## config.mk

```make
export PLATFORM = sky130hd
export DESIGN_NAME = srt_div_controller_flat
export DESIGN_NICKNAME = d
export VERILOG_FILES = /design/src/rtl/srt_div_controller_if.sv /design/src/rtl/srt_div_controller.sv /design/src/flat_wrapper.sv
export SDC_FILE = /design/constraint.sdc
export NUM_CORES = 1
export LEC_CHECK = 0
export ABC_AREA = 1
export CAP_MARGIN = 20
export CELL_PAD_IN_SITES_DETAIL_PLACEMENT = 1
export CELL_PAD_IN_SITES_GLOBAL_PLACEMENT = 2
export CORE_ASPECT_RATIO = 1.75
export CORE_UTILIZATION = 38
export CTS_CLUSTER_DIAMETER = 150
export CTS_CLUSTER_SIZE = 14
export DETAILED_ROUTE_END_ITERATION = 6
export DONT_BUFFER_PORTS = 1
export PLACE_DENSITY = 0.91
export SYNTH_ARGS = -nofsm -noshare
export SYNTH_HDL_FRONTEND = slang
export SYNTH_SLANG_ARGS = --single-unit
```

## constraint.sdc

```tcl
create_clock -name clk -period 12.1 [get_ports clk]
set_input_delay 2.42 -clock clk [delete_from_list [all_inputs] [get_ports clk]]
set_output_delay 2.42 -clock clk [all_outputs]
set_load 0.05 [all_outputs]
```

## src/rtl/srt_div_controller_if.sv

```systemverilog
`default_nettype none
// ============================================================================
// Module   : srt_div_controller_if
// Purpose  : Request/response bundle for the radix-4 SRT divider.
//            The master issues start with the operands. The slave (the
//            divider) returns status and results.
// Signals  : start, dividend, divisor          (master -> slave)
//            busy, done, div_by_zero,
//            quotient, remainder               (slave -> master)
// Revision : 1.0 - initial release
// ============================================================================
interface srt_div_controller_if #(
   parameter int DATA_WIDTH = 16
);
   logic                  start;
   logic [DATA_WIDTH-1:0] dividend;
   logic [DATA_WIDTH-1:0] divisor;
   logic                  busy;
   logic                  done;
   logic                  div_by_zero;
   logic [DATA_WIDTH-1:0] quotient;
   logic [DATA_WIDTH-1:0] remainder;

   modport master (
      output start, dividend, divisor,
      input  busy, done, div_by_zero, quotient, remainder
   );

   modport slave (
      input  start, dividend, divisor,
      output busy, done, div_by_zero, quotient, remainder
   );
endinterface
`default_nettype wire

```

## src/rtl/srt_div_controller.sv

```systemverilog
`default_nettype none
// ============================================================================
// Module   : srt_radix4_stage / srt_div_controller
// Purpose  : Fixed-latency unsigned divider. It uses one radix-4 SRT stage
//            with digit set {-3..+3}, which is reused once per iteration.
// Ports    : clk, reset            - clock, synchronous active-high reset
//            bus (slave modport)   - start/dividend/divisor in;
//                                    busy/done/div_by_zero/quotient/
//                                    remainder out
// Revision : 1.0 - initial release
// ============================================================================

// One radix-4 step: Y = 4*P + next two dividend bits; choose q in {-3..3}
// from the truncated Y and divisor; P' = Y - q*D; Q' = 4*Q + q.
// The divisor is normalised, so D[MSB] = 1. The invariant -D <= P < D holds.
// The selection picks the largest q whose conservative test passes:
// Yt >= q*Dt for q > 0, and Yt >= q*(Dt+1) for q < 0. These tests keep the
// next remainder inside [-D, D).
module srt_radix4_stage #(
   parameter int DATA_WIDTH = 16
) (
   input  wire logic signed [DATA_WIDTH+2:0]   i_pr,
   input  wire logic        [1:0]              i_bits,
   input  wire logic        [DATA_WIDTH-1:0]   i_divisor,
   input  wire logic signed [2*DATA_WIDTH-1:0] i_q,
   output logic signed      [DATA_WIDTH+2:0]   o_pr,
   output logic signed      [2*DATA_WIDTH-1:0] o_q
);
   localparam int c_pw = DATA_WIDTH + 3;
   localparam int c_qw = 2 * DATA_WIDTH;

   logic signed [c_pw-1:0] w_y;
   logic signed [c_pw-1:0] w_d_ext;
   logic signed [c_pw-1:0] w_qd;
   logic signed [8:0]      w_yt;
   logic signed [8:0]      w_dt;
   logic signed [8:0]      w_dt1;
   logic        [2:0]      w_digit;   // two's complement digit

   assign w_y     = (i_pr <<< 2) + $signed({{(c_pw-2){1'b0}}, i_bits});
   assign w_yt    = {{2{w_y[c_pw-1]}}, w_y[c_pw-1:DATA_WIDTH-4]};
   assign w_dt    = {5'b00000, i_divisor[DATA_WIDTH-1:DATA_WIDTH-4]};
   assign w_dt1   = w_dt + 9'sd1;
   assign w_d_ext = $signed({3'b000, i_divisor});

   always_comb begin
      if (w_yt >= 9'sd3 * w_dt)             w_digit = 3'b011;
      else if (w_yt >= 9'sd2 * w_dt)        w_digit = 3'b010;
      else if (w_yt >= w_dt)                w_digit = 3'b001;
      else if (w_yt >= 9'sd0)               w_digit = 3'b000;
      else if (w_yt >= -w_dt1)              w_digit = 3'b111;
      else if (w_yt >= -(9'sd2 * w_dt1))    w_digit = 3'b110;
      else                                  w_digit = 3'b101;
   end

   always_comb begin
      w_qd = '0;
      case (w_digit)
         3'b001:  w_qd = w_d_ext;
         3'b010:  w_qd = w_d_ext <<< 1;
         3'b011:  w_qd = w_d_ext + (w_d_ext <<< 1);
         3'b111:  w_qd = -w_d_ext;
         3'b110:  w_qd = -(w_d_ext <<< 1);
         3'b101:  w_qd = -(w_d_ext + (w_d_ext <<< 1));
         default: w_qd = '0;
      endcase
   end

   assign o_pr = w_y - w_qd;
   assign o_q  = (i_q <<< 2) + $signed({{(c_qw-3){w_digit[2]}}, w_digit});
endmodule

module srt_div_controller #(
   parameter int DATA_WIDTH = 16
) (
   input  wire logic           clk,
   input  wire logic           reset,
   srt_div_controller_if.slave bus
);
   localparam int c_pw = DATA_WIDTH + 3;
   localparam int c_qw = 2 * DATA_WIDTH;
   localparam int c_sw = $clog2(DATA_WIDTH);
   localparam int c_cw = (DATA_WIDTH/2 > 1) ? $clog2(DATA_WIDTH/2) : 1;

   typedef enum logic [2:0] {
      IDLE = 3'd0,
      NORM = 3'd1,
      ITER = 3'd2,
      FIX  = 3'd3,
      DONE = 3'd4
   } state_t;

   state_t                  r_state;
   state_t                  w_next_state;
   logic                    w_accept;
   logic                    w_busy;
   logic                    w_done;

   logic [DATA_WIDTH-1:0]   r_dividend;   // low aligned dividend bits after NORM
   logic [DATA_WIDTH-1:0]   r_divisor;    // normalised divisor after NORM
   logic [c_sw-1:0]         r_shift;
   logic [c_cw-1:0]         r_count;
   logic signed [c_pw-1:0]  r_pr;
   logic signed [c_qw-1:0]  r_q;
   logic [DATA_WIDTH-1:0]   r_quotient;
   logic [DATA_WIDTH-1:0]   r_remainder;
   logic                    r_dbz;

   logic [c_sw-1:0]         w_shift;
   logic [c_qw-1:0]         w_x_aligned;
   logic [DATA_WIDTH-1:0]   w_d_norm;
   logic signed [c_pw-1:0]  w_pr_next;
   logic signed [c_qw-1:0]  w_q_next;
   logic signed [c_pw-1:0]  w_pr_fixed;
   logic signed [c_qw-1:0]  w_q_fixed;

   // Leading-zero count of the latched divisor. The highest set bit wins.
   always_comb begin
      w_shift = '0;
      for (int i = 0; i < DATA_WIDTH; i++) begin
         if (r_divisor[i]) w_shift = c_sw'(DATA_WIDTH - 1 - i);
      end
   end

   // Because D >= 2^(W-1), the upper half of the aligned dividend is below D.
   // It seeds the partial remainder. The lower half is fed in two bits per
   // iteration.
   assign w_x_aligned = {{DATA_WIDTH{1'b0}}, r_dividend} << w_shift;
   assign w_d_norm    = r_divisor << w_shift;

   srt_radix4_stage #(.DATA_WIDTH(DATA_WIDTH)) u_stage (
      .i_pr      (r_pr),
      .i_bits    (r_dividend[DATA_WIDTH-1:DATA_WIDTH-2]),
      .i_divisor (r_divisor),
      .i_q       (r_q),
      .o_pr      (w_pr_next),
      .o_q       (w_q_next)
   );

   assign w_pr_fixed = r_pr[c_pw-1] ? r_pr + $signed({3'b000, r_divisor}) : r_pr;
   assign w_q_fixed  = r_pr[c_pw-1] ? r_q - c_qw'(1) : r_q;

   always_ff @(posedge clk) begin
      if (reset) r_state <= IDLE;
      else       r_state <= w_next_state;
   end

   always_comb begin
      w_next_state = r_state;
      w_accept     = 1'b0;
      w_busy       = 1'b0;
      w_done       = 1'b0;
      case (r_state)
         IDLE: begin
            if (bus.start) begin
               w_accept     = 1'b1;
               w_next_state = (bus.divisor == '0) ? DONE : NORM;
            end
         end
         NORM: begin
            w_busy       = 1'b1;
            w_next_state = ITER;
         end
         ITER: begin
            w_busy = 1'b1;
            if (r_count == c_cw'(DATA_WIDTH/2 - 1)) w_next_state = FIX;
         end
         FIX: begin
            w_busy       = 1'b1;
            w_next_state = DONE;
         end
         DONE: begin
            w_done       = 1'b1;
            w_next_state = IDLE;
            if (bus.start) begin
               w_accept     = 1'b1;
               w_next_state = (bus.divisor == '0) ? DONE : NORM;
            end
         end
         default: w_next_state = IDLE;
      endcase
   end

   always_ff @(posedge clk) begin
      if (reset) begin
         r_dividend  <= '0;
         r_divisor   <= '0;
         r_shift     <= '0;
         r_count     <= '0;
         r_pr        <= '0;
         r_q         <= '0;
         r_quotient  <= '0;
         r_remainder <= '0;
         r_dbz       <= 1'b0;
      end else if (w_accept) begin
         r_dividend <= bus.dividend;
         r_divisor  <= bus.divisor;
         if (bus.divisor == '0) begin
            r_quotient  <= '1;
            r_remainder <= bus.dividend;
            r_dbz       <= 1'b1;
         end
      end else begin
         case (r_state)
            NORM: begin
               r_divisor  <= w_d_norm;
               r_shift    <= w_shift;
               r_dividend <= w_x_aligned[DATA_WIDTH-1:0];
               r_pr       <= $signed({3'b000, w_x_aligned[c_qw-1:DATA_WIDTH]});
               r_q        <= '0;
               r_count    <= '0;
            end
            ITER: begin
               r_pr       <= w_pr_next;
               r_q        <= w_q_next;
               r_dividend <= {r_dividend[DATA_WIDTH-3:0], 2'b00};
               r_count    <= r_count + c_cw'(1);
            end
            FIX: begin
               r_pr        <= w_pr_fixed;
               r_q         <= w_q_fixed;
               r_quotient  <= w_q_fixed[DATA_WIDTH-1:0];
               r_remainder <= DATA_WIDTH'(w_pr_fixed >> r_shift);
               r_dbz       <= 1'b0;
            end
            default: ;
         endcase
      end
   end

   assign bus.busy        = w_busy;
   assign bus.done        = w_done;
   assign bus.div_by_zero = r_dbz;
   assign bus.quotient    = r_quotient;
   assign bus.remainder   = r_remainder;
endmodule
`default_nettype wire

```

## src/flat_wrapper.sv

```systemverilog
// flat-port wrapper written by rule: the top's interface ports become plain ports
module srt_div_controller_flat 
#(
   parameter int DATA_WIDTH = 16
)
  (clk, reset, bus_start, bus_dividend, bus_divisor, bus_busy, bus_done, bus_div_by_zero, bus_quotient, bus_remainder);
  srt_div_controller_if #(.DATA_WIDTH(DATA_WIDTH)) bus_i ();
  input  wire logic clk;
  input  wire logic reset;
  input wire logic [$bits(bus_i.start)-1:0] bus_start;
  input wire logic [$bits(bus_i.dividend)-1:0] bus_dividend;
  input wire logic [$bits(bus_i.divisor)-1:0] bus_divisor;
  output wire logic [$bits(bus_i.busy)-1:0] bus_busy;
  output wire logic [$bits(bus_i.done)-1:0] bus_done;
  output wire logic [$bits(bus_i.div_by_zero)-1:0] bus_div_by_zero;
  output wire logic [$bits(bus_i.quotient)-1:0] bus_quotient;
  output wire logic [$bits(bus_i.remainder)-1:0] bus_remainder;
  assign bus_i.start = bus_start;
  assign bus_i.dividend = bus_dividend;
  assign bus_i.divisor = bus_divisor;
  assign bus_busy = bus_i.busy;
  assign bus_done = bus_i.done;
  assign bus_div_by_zero = bus_i.div_by_zero;
  assign bus_quotient = bus_i.quotient;
  assign bus_remainder = bus_i.remainder;
  srt_div_controller #(.DATA_WIDTH(DATA_WIDTH)) u_core (.clk(clk), .reset(reset), .bus(bus_i));
endmodule
```

; ---- Yosys cells after proc, flatten, opt, wreduce, memory -nomap -nowiden
; Cells that the tools add are included.
[classes]
n_addsub = 13
multipliers = 1
order_cmp = 6
n_eq_ne = 15
n_shift = 3
mux = 50
n_bitwise = 1
n_reduce_logical = 15
[ops]
columns = operator, count
row1 = $mux W16, 9
row2 = $pmux W19 S6, 1
row3 = $pmux W32 S3, 1
row4 = $mux W4, 16
row5 = $pmux W19 S3, 1
row6 = $add A32 B3 Y32, 1
row7 = $mux W32, 1
row8 = $pmux W16 S2, 1
row9 = $shl A16 B4 Y32, 1
row10 = $sub A32 B2 Y32 const B, 1
row11 = $mux W3, 8
row12 = $add A19 B17 Y19, 1
row13 = $add A19 B3 Y19, 1
row14 = $mux W19, 1
row15 = $neg A16 Y19, 1
row16 = $neg A17 Y19, 1
row17 = $neg A18 Y19, 1
row18 = $shr A19 B4 Y16, 1
row19 = $sub A19 B19 Y19, 1
row20 = $add A16 B17 Y18, 1
row21 = $ge A7 B9 Y1, 2
row22 = $logic_not A16 Y1, 1
row23 = $shl A16 B4 Y16, 1
row24 = $eq A3 B3 Y1 const B, 5
row25 = 25 further kinds, 45
[word_totals]
ff_bits = 126
inputBits = 35
word_cells = 115

; ---- Longest topological paths before layout
[logic_depth]
depth_word = 19
ltp_mapped = 44
depth_no_buf = 43

; ---- By module
; From an unflattened synthesis, not the netlist that was laid out.
[hier_totals]
hier_cells = 2531
area_unflattened_um2 = 15080.7
[by_module_without_submodules]
columns = module, instances, cells_per_inst, area_each_um2
row1 = srt_div_controller, 1, 1557, 9372.7
row2 = srt_radix4_stage, 1, 974, 5708.0

; ---- Worst setup path before layout
; No wires, ideal clock.
[synth_timing]
path_type = register -> register
from = register u_core.r_divisor[12]
to = register u_core.r_pr[16]
setup_ns = 0.110
t_arrival_ns = 5.294
setup_slack_ns = 6.696
path_stages_with_launch = 40
path_buffers = 2
path_cell_list = dfxtp_1 -> buf_4 -> inv_4 -> ha_1 -> nor2_4 -> inv_1 -> nor2_2 -> nand2_2 -> a21oi_1 -> ha_1 -> nand3_1 -> a21oi_1 -> a211oi_1 -> nand2_1 -> nand2_1 -> nand2_1 -> nand3b_1 -> nand2_2 -> (+4 left out) -> o2111ai_1 -> nor2_1 -> ha_1 -> inv_1 -> nor4_1 -> nand2_1 -> o311ai_0 -> a31oi_1 -> o21ai_0 -> nand2_1 -> nand2_1 -> nand3_1 -> nand2_1 -> a21oi_1 -> o21ai_0 -> o211ai_1 -> nand2_1 -> inv_1
[synth_between]
elab_chain_len = 13
word_cells_on_any_way = 30
[synth_lines]
columns = item, line_no
row1 = "start, declared", srt_div_controller.sv:100  ; logic [DATA_WIDTH-1:0] r_divisor;
row2 = "start signal, assigned", srt_div_controller.sv:197  ; r_divisor <= bus.divisor;
row3 = "start signal, assigned", srt_div_controller.sv:206  ; r_divisor <= w_d_norm;
row4 = $add A4 B1 Y5, srt_div_controller.sv:43  ; assign w_dt1 = w_dt + 9'sd1;
row5 = $neg A6 Y9, srt_div_controller.sv:52  ; else if (w_yt >= -(9'sd2 * w_dt1)) w_digit = 3'b110;
row6 = $ge A7 B9 Y1, srt_div_controller.sv:52
row7 = $mux W2, srt_div_controller.sv:52
row8 = $mux W2, srt_div_controller.sv:51  ; else if (w_yt >= -w_dt1) w_digit = 3'b111;
row9 = $mux W3, srt_div_controller.sv:50  ; else if (w_yt >= 9'sd0) w_digit = 3'b000;
row10 = $mux W3, srt_div_controller.sv:49  ; else if (w_yt >= w_dt) w_digit = 3'b001;
row11 = $mux W3, srt_div_controller.sv:48  ; else if (w_yt >= 9'sd2 * w_dt) w_digit = 3'b010;
row12 = $mux W3, srt_div_controller.sv:47  ; if (w_yt >= 9'sd3 * w_dt) w_digit = 3'b011;
row13 = $eq A3 B3 Y1 (tied with other cells), srt_div_controller.sv:58  ; case (w_digit)
row14 = $pmux W19 S6, srt_div_controller.sv:58
row15 = $sub A19 B19 Y19, srt_div_controller.sv:69  ; assign o_pr = w_y - w_qd;
row16 = $pmux W19 S3 (*), srt_div_controller.sv:204  ; case (r_state)
row17 = "end signal, assigned", srt_div_controller.sv:209  ; r_pr <= $signed({3'b000, w_x_aligned[c_qw-1:DATA_WIDTH]});
row18 = "end signal, assigned", srt_div_controller.sv:214  ; r_pr <= w_pr_next;
row19 = "end signal, assigned", srt_div_controller.sv:220  ; r_pr <= w_pr_fixed;
row20 = "end, declared", srt_div_controller.sv:103  ; logic signed [c_pw-1:0] r_pr;
; Every way passes the cells marked *; elsewhere a longest branch is shown, timed or not.
; A chain may end at the register's enable or synchronous reset.

; ---- Final worst setup path
[layout_timing]
from = register u_core.r_divisor[13]
to = register u_core.r_pr[17]
; The elaborated chain is that of the path after synthesis.

==> metrics <==
run status finished, final reports clean; DRT Pass-1 Iters 4; final setup violating endpoints 0; GR Util All Layers 0.314; CTS Root Buffer Type sky130_fd_sc_hd__clkbuf_16; required time at the worst-slack endpoint 12390 ps; # resized after CTS 0; total half-perimeter wirelength after legalization and detailed placement 42.0 mm; Avg Synthesized Cell Area 6.02 um2; CTS Buf Count 9; crit path max-delay cell type sky130_fd_sc_hd__dfxtp_1; fraction of final layout cells with drive strength greater than 1 0.0385; number of enable-type register cells in the synthesized netlist 0; sink count of the clock tree 110; number of global-route vias before repair 15409; Post-route DRC 0; vertical die dimension 243 um; number of antenna violations at the first check in global routing 0; RSZ-0062 raised after global routing false; gr ovfl total 0; final routed wirelength across all metal layers 53.1 mm; Chip Width 140 um; start-to-end type of the worst setup path reg2reg; number of vias per cell 5.93; Mapped Area 12700 um2; longest individual stage delay on the worst path 610 ps; global-route wire length before repair 82.8 mm; Max-cap violations 0; kind of end point of the critical path register; port bufs 0; Net Count, Synth 2255; Vias 14571; number of routed nets with antenna violations 0; register bit total from synthesis 110; Bufs on Longest Clock Path 2; clock edge transition at the registers on the reported setup and hold paths 80 ps; post-synthesis async set-or-reset flop share 0; relative max-transition margin 0.335; final net count 2198; initial cell density of the core 0.384; minimum clock period after layout 7040 ps; post-synthesis cell count 2103; hold bufs inserted after CTS 0; final cell utilization of the core 0.403; drt wl/cell 21.6 um; worst min path class reg2reg; largest net degree at the start of global routing 69; 1st-iter DRT viols 699; number of fill cells in the layout 4499; largest fanout of any net on the critical path 10; top-level port count 70; Layout Skew 12.5 ps; sequential-to-total area share from yosys stat 0.174; Clock Latency Late Sink 390 ps; area of the placeable core 32900 um2; worst slew pin tran 996 ps; Diodes inserted 0; highest clock frequency the design can meet 142 MHz; number of failing hold endpoints at the final stage 0; data arrival time at the worst-slack endpoint 7320 ps; number of max-slew violations in the final report 0; CTS H-tree lvls 3; unique cell type count in the Yosys netlist 57; RePlAce Congestion 0.915; full die area 34100 um2; CTS tree done; most frequently used flop master after synthesis sky130_fd_sc_hd__dfxtp_1; row cnt 88; sum of negative setup slack 0 ps; setup bufs post-CTS 0; Yosys warning total 0; crit share post-route 0.581; most prevalent standard cell on the critical path sky130_fd_sc_hd__nand2_1; crit path launch type register; Area Growth Syn to Fin 4.82%
-- worst max-delay path: cells and delay by family, from the launching register on --
| family | cells | cell delay [ps] |
|---|---|---|
| simple gates | 17 | 1930 |
| compound gates | 14 | 2640 |
| buf+inv | 4 | 630 |
| fa+ha+maj | 3 | 1110 |
| flops | 1 | 610 |
-- layout make-up --
| cell class | count | area (um2) | share of cell area |
|---|---|---|---|
| clock buffer | 9 | 225 | 0.0170 |
| sequential | 110 | 2200 | 0.166 |
| timing repair buffer | 19 | 143 | 0.0108 |
| multi-input combinational | 1667 | 9210 | 0.694 |
| inverter | 239 | 900 | 0.0678 |
| tap | 405 | 507 | 0.0382 |
| clock inverter | 7 | 78.8 | 0.00594 |
-- sequential cells by signal, indices dropped and copies added (netlist names) --
name,flops
u_core.r_q,16
u_core.r_pr,19
u_core.bus.div_by_zero,1
u_core.r_divisor,16
u_core.r_count,3
u_core.r_shift,4
u_core.r_dividend,16
u_core.bus.quotient,16
u_core.bus.remainder,16
u_core.r_state,3
-- through the flow --
stage / std cells / setup WS, ps / instance area (um2) / hold WS, ps
3_5_place_dp: 2440 / 5110 / 13000 / 458
3_3_place_gp: 2440 / 5340 / 13000 / 446
4_1_cts: 2456 / 5090 / 13300 / 469
2_1_floorplan: 2103 / 6700 / 12700 / 433
6_report: 2456 / 5060 / 13300 / 466
5_1_grt: 2456 / 4430 / 13300 / 492
-- cell usage in the layout, fill, tap and decap left out, types with 5 or more instances in the layout --
master                      instances
sky130_fd_sc_hd__nand4_1           25
sky130_fd_sc_hd__a31oi_1           35
sky130_fd_sc_hd__o211ai_1          45
sky130_fd_sc_hd__xnor2_1           14
sky130_fd_sc_hd__nand3_1          215
sky130_fd_sc_hd__nor3_1            32
sky130_fd_sc_hd__o21ai_1            5
sky130_fd_sc_hd__o221ai_1          14
sky130_fd_sc_hd__inv_2              8
sky130_fd_sc_hd__o22ai_1           20
sky130_fd_sc_hd__nand2_1          521
sky130_fd_sc_hd__and2_1             5
sky130_fd_sc_hd__nor4_1            12
sky130_fd_sc_hd__o32ai_1            5
sky130_fd_sc_hd__o2111ai_1          6
sky130_fd_sc_hd__dfxtp_1          109
sky130_fd_sc_hd__o21bai_1           7
sky130_fd_sc_hd__clkinv_1           6
sky130_fd_sc_hd__fa_1               5
sky130_fd_sc_hd__clkbuf_16          9
sky130_fd_sc_hd__a41oi_1            9
sky130_fd_sc_hd__nor2_1           140
sky130_fd_sc_hd__a211oi_1           7
sky130_fd_sc_hd__nand3b_1           6
sky130_fd_sc_hd__ha_1             112
sky130_fd_sc_hd__a21oi_1          142
sky130_fd_sc_hd__or2_2             12
sky130_fd_sc_hd__inv_1            224
sky130_fd_sc_hd__nand2_2            5
sky130_fd_sc_hd__xor2_1            34
sky130_fd_sc_hd__o21ai_0          194
sky130_fd_sc_hd__buf_4             19
-- logic make-up (layout without fill, tap and decap cells) --
| logic type | after synthesis | after routing | synth area share |
|---|---|---|---|
| XOR/XNOR | 48 | 48 | 0.0332 |
| AND/OR/NAND/NOR | 992 | 992 | 0.339 |
| multiplexers | 2 | 2 | 0.00158 |
| AO/OA/AOI/OAI | 508 | 508 | 0.234 |
| buffers and inverters | 326 | 274 | 0.0999 |
| flip-flops | 110 | 110 | 0.174 |
| adder cells (fa/ha/maj) | 117 | 117 | 0.119 |
-- final timing paths --
check / start / to / slack (ps) / cells after the start
min reg2reg: u_core.r_count[2] / u_core.r_count[2] / 470 / 2
min: u_core.r_count[2] / u_core.r_count[2] / 470 / 2
max reg2reg: u_core.r_divisor[13] / u_core.r_pr[17] / 5060 / 38
max: u_core.r_divisor[13] / u_core.r_pr[17] / 5060 / 38
-- cell usage after synthesis, types with 3 or more instances --
library cell                count  area, um2
sky130_fd_sc_hd__o211ai_1      45        338
sky130_fd_sc_hd__inv_2          7       26.3
sky130_fd_sc_hd__o21bai_1       7       52.6
sky130_fd_sc_hd__and2_1         5       31.3
sky130_fd_sc_hd__clkinv_1       6       22.5
sky130_fd_sc_hd__buf_4          3       22.5
sky130_fd_sc_hd__or4_1          3       22.5
sky130_fd_sc_hd__a21oi_1      142        711
sky130_fd_sc_hd__nand3_2        3       30.0
sky130_fd_sc_hd__nor4_1        12       75.1
sky130_fd_sc_hd__nor3_1        33        165
sky130_fd_sc_hd__o21ai_1        5       25.0
sky130_fd_sc_hd__fa_1           5        100
sky130_fd_sc_hd__nand2_1      522       1960
sky130_fd_sc_hd__nand4_1       25        156
sky130_fd_sc_hd__a31oi_1       35        219
sky130_fd_sc_hd__o21ai_0      194        971
sky130_fd_sc_hd__a41oi_1        9       78.8
sky130_fd_sc_hd__o221ai_1      14        123
sky130_fd_sc_hd__nand3_1      215       1080
sky130_fd_sc_hd__o2111ai_1      6       52.6
sky130_fd_sc_hd__nand3b_1       6       45.0
sky130_fd_sc_hd__ha_1         112       1400
sky130_fd_sc_hd__clkbuf_1      65        244
sky130_fd_sc_hd__a311oi_1       3       26.3
sky130_fd_sc_hd__nand2_2        4       25.0
sky130_fd_sc_hd__xor2_1        34        298
sky130_fd_sc_hd__a211oi_1       7       52.6
sky130_fd_sc_hd__dfxtp_1      110       2200
sky130_fd_sc_hd__o311ai_0       3       26.3
sky130_fd_sc_hd__o22ai_1       20        125
sky130_fd_sc_hd__buf_1          8       30.0
sky130_fd_sc_hd__or2_2         12       75.1
sky130_fd_sc_hd__xnor2_1       14        123
sky130_fd_sc_hd__inv_1        225        845
sky130_fd_sc_hd__nor2_1       143        537
sky130_fd_sc_hd__buf_2          9       45.0
sky130_fd_sc_hd__o32ai_1        5       43.8
-- routing by layer --
metal | global-route usage | up-vias | share of wire
li1 | - | 7072 | -
met5 | 0 | - | 0
met4 | 0.190 | 0 | 0.058
met3 | 0.0314 | 116 | 0.029
met2 | 0.607 | 312 | 0.53
met1 | 0.318 | 7071 | 0.38
Power is not shown: default switching activity piles up to over one toggle a cycle in this logic, so the estimate is an artifact.
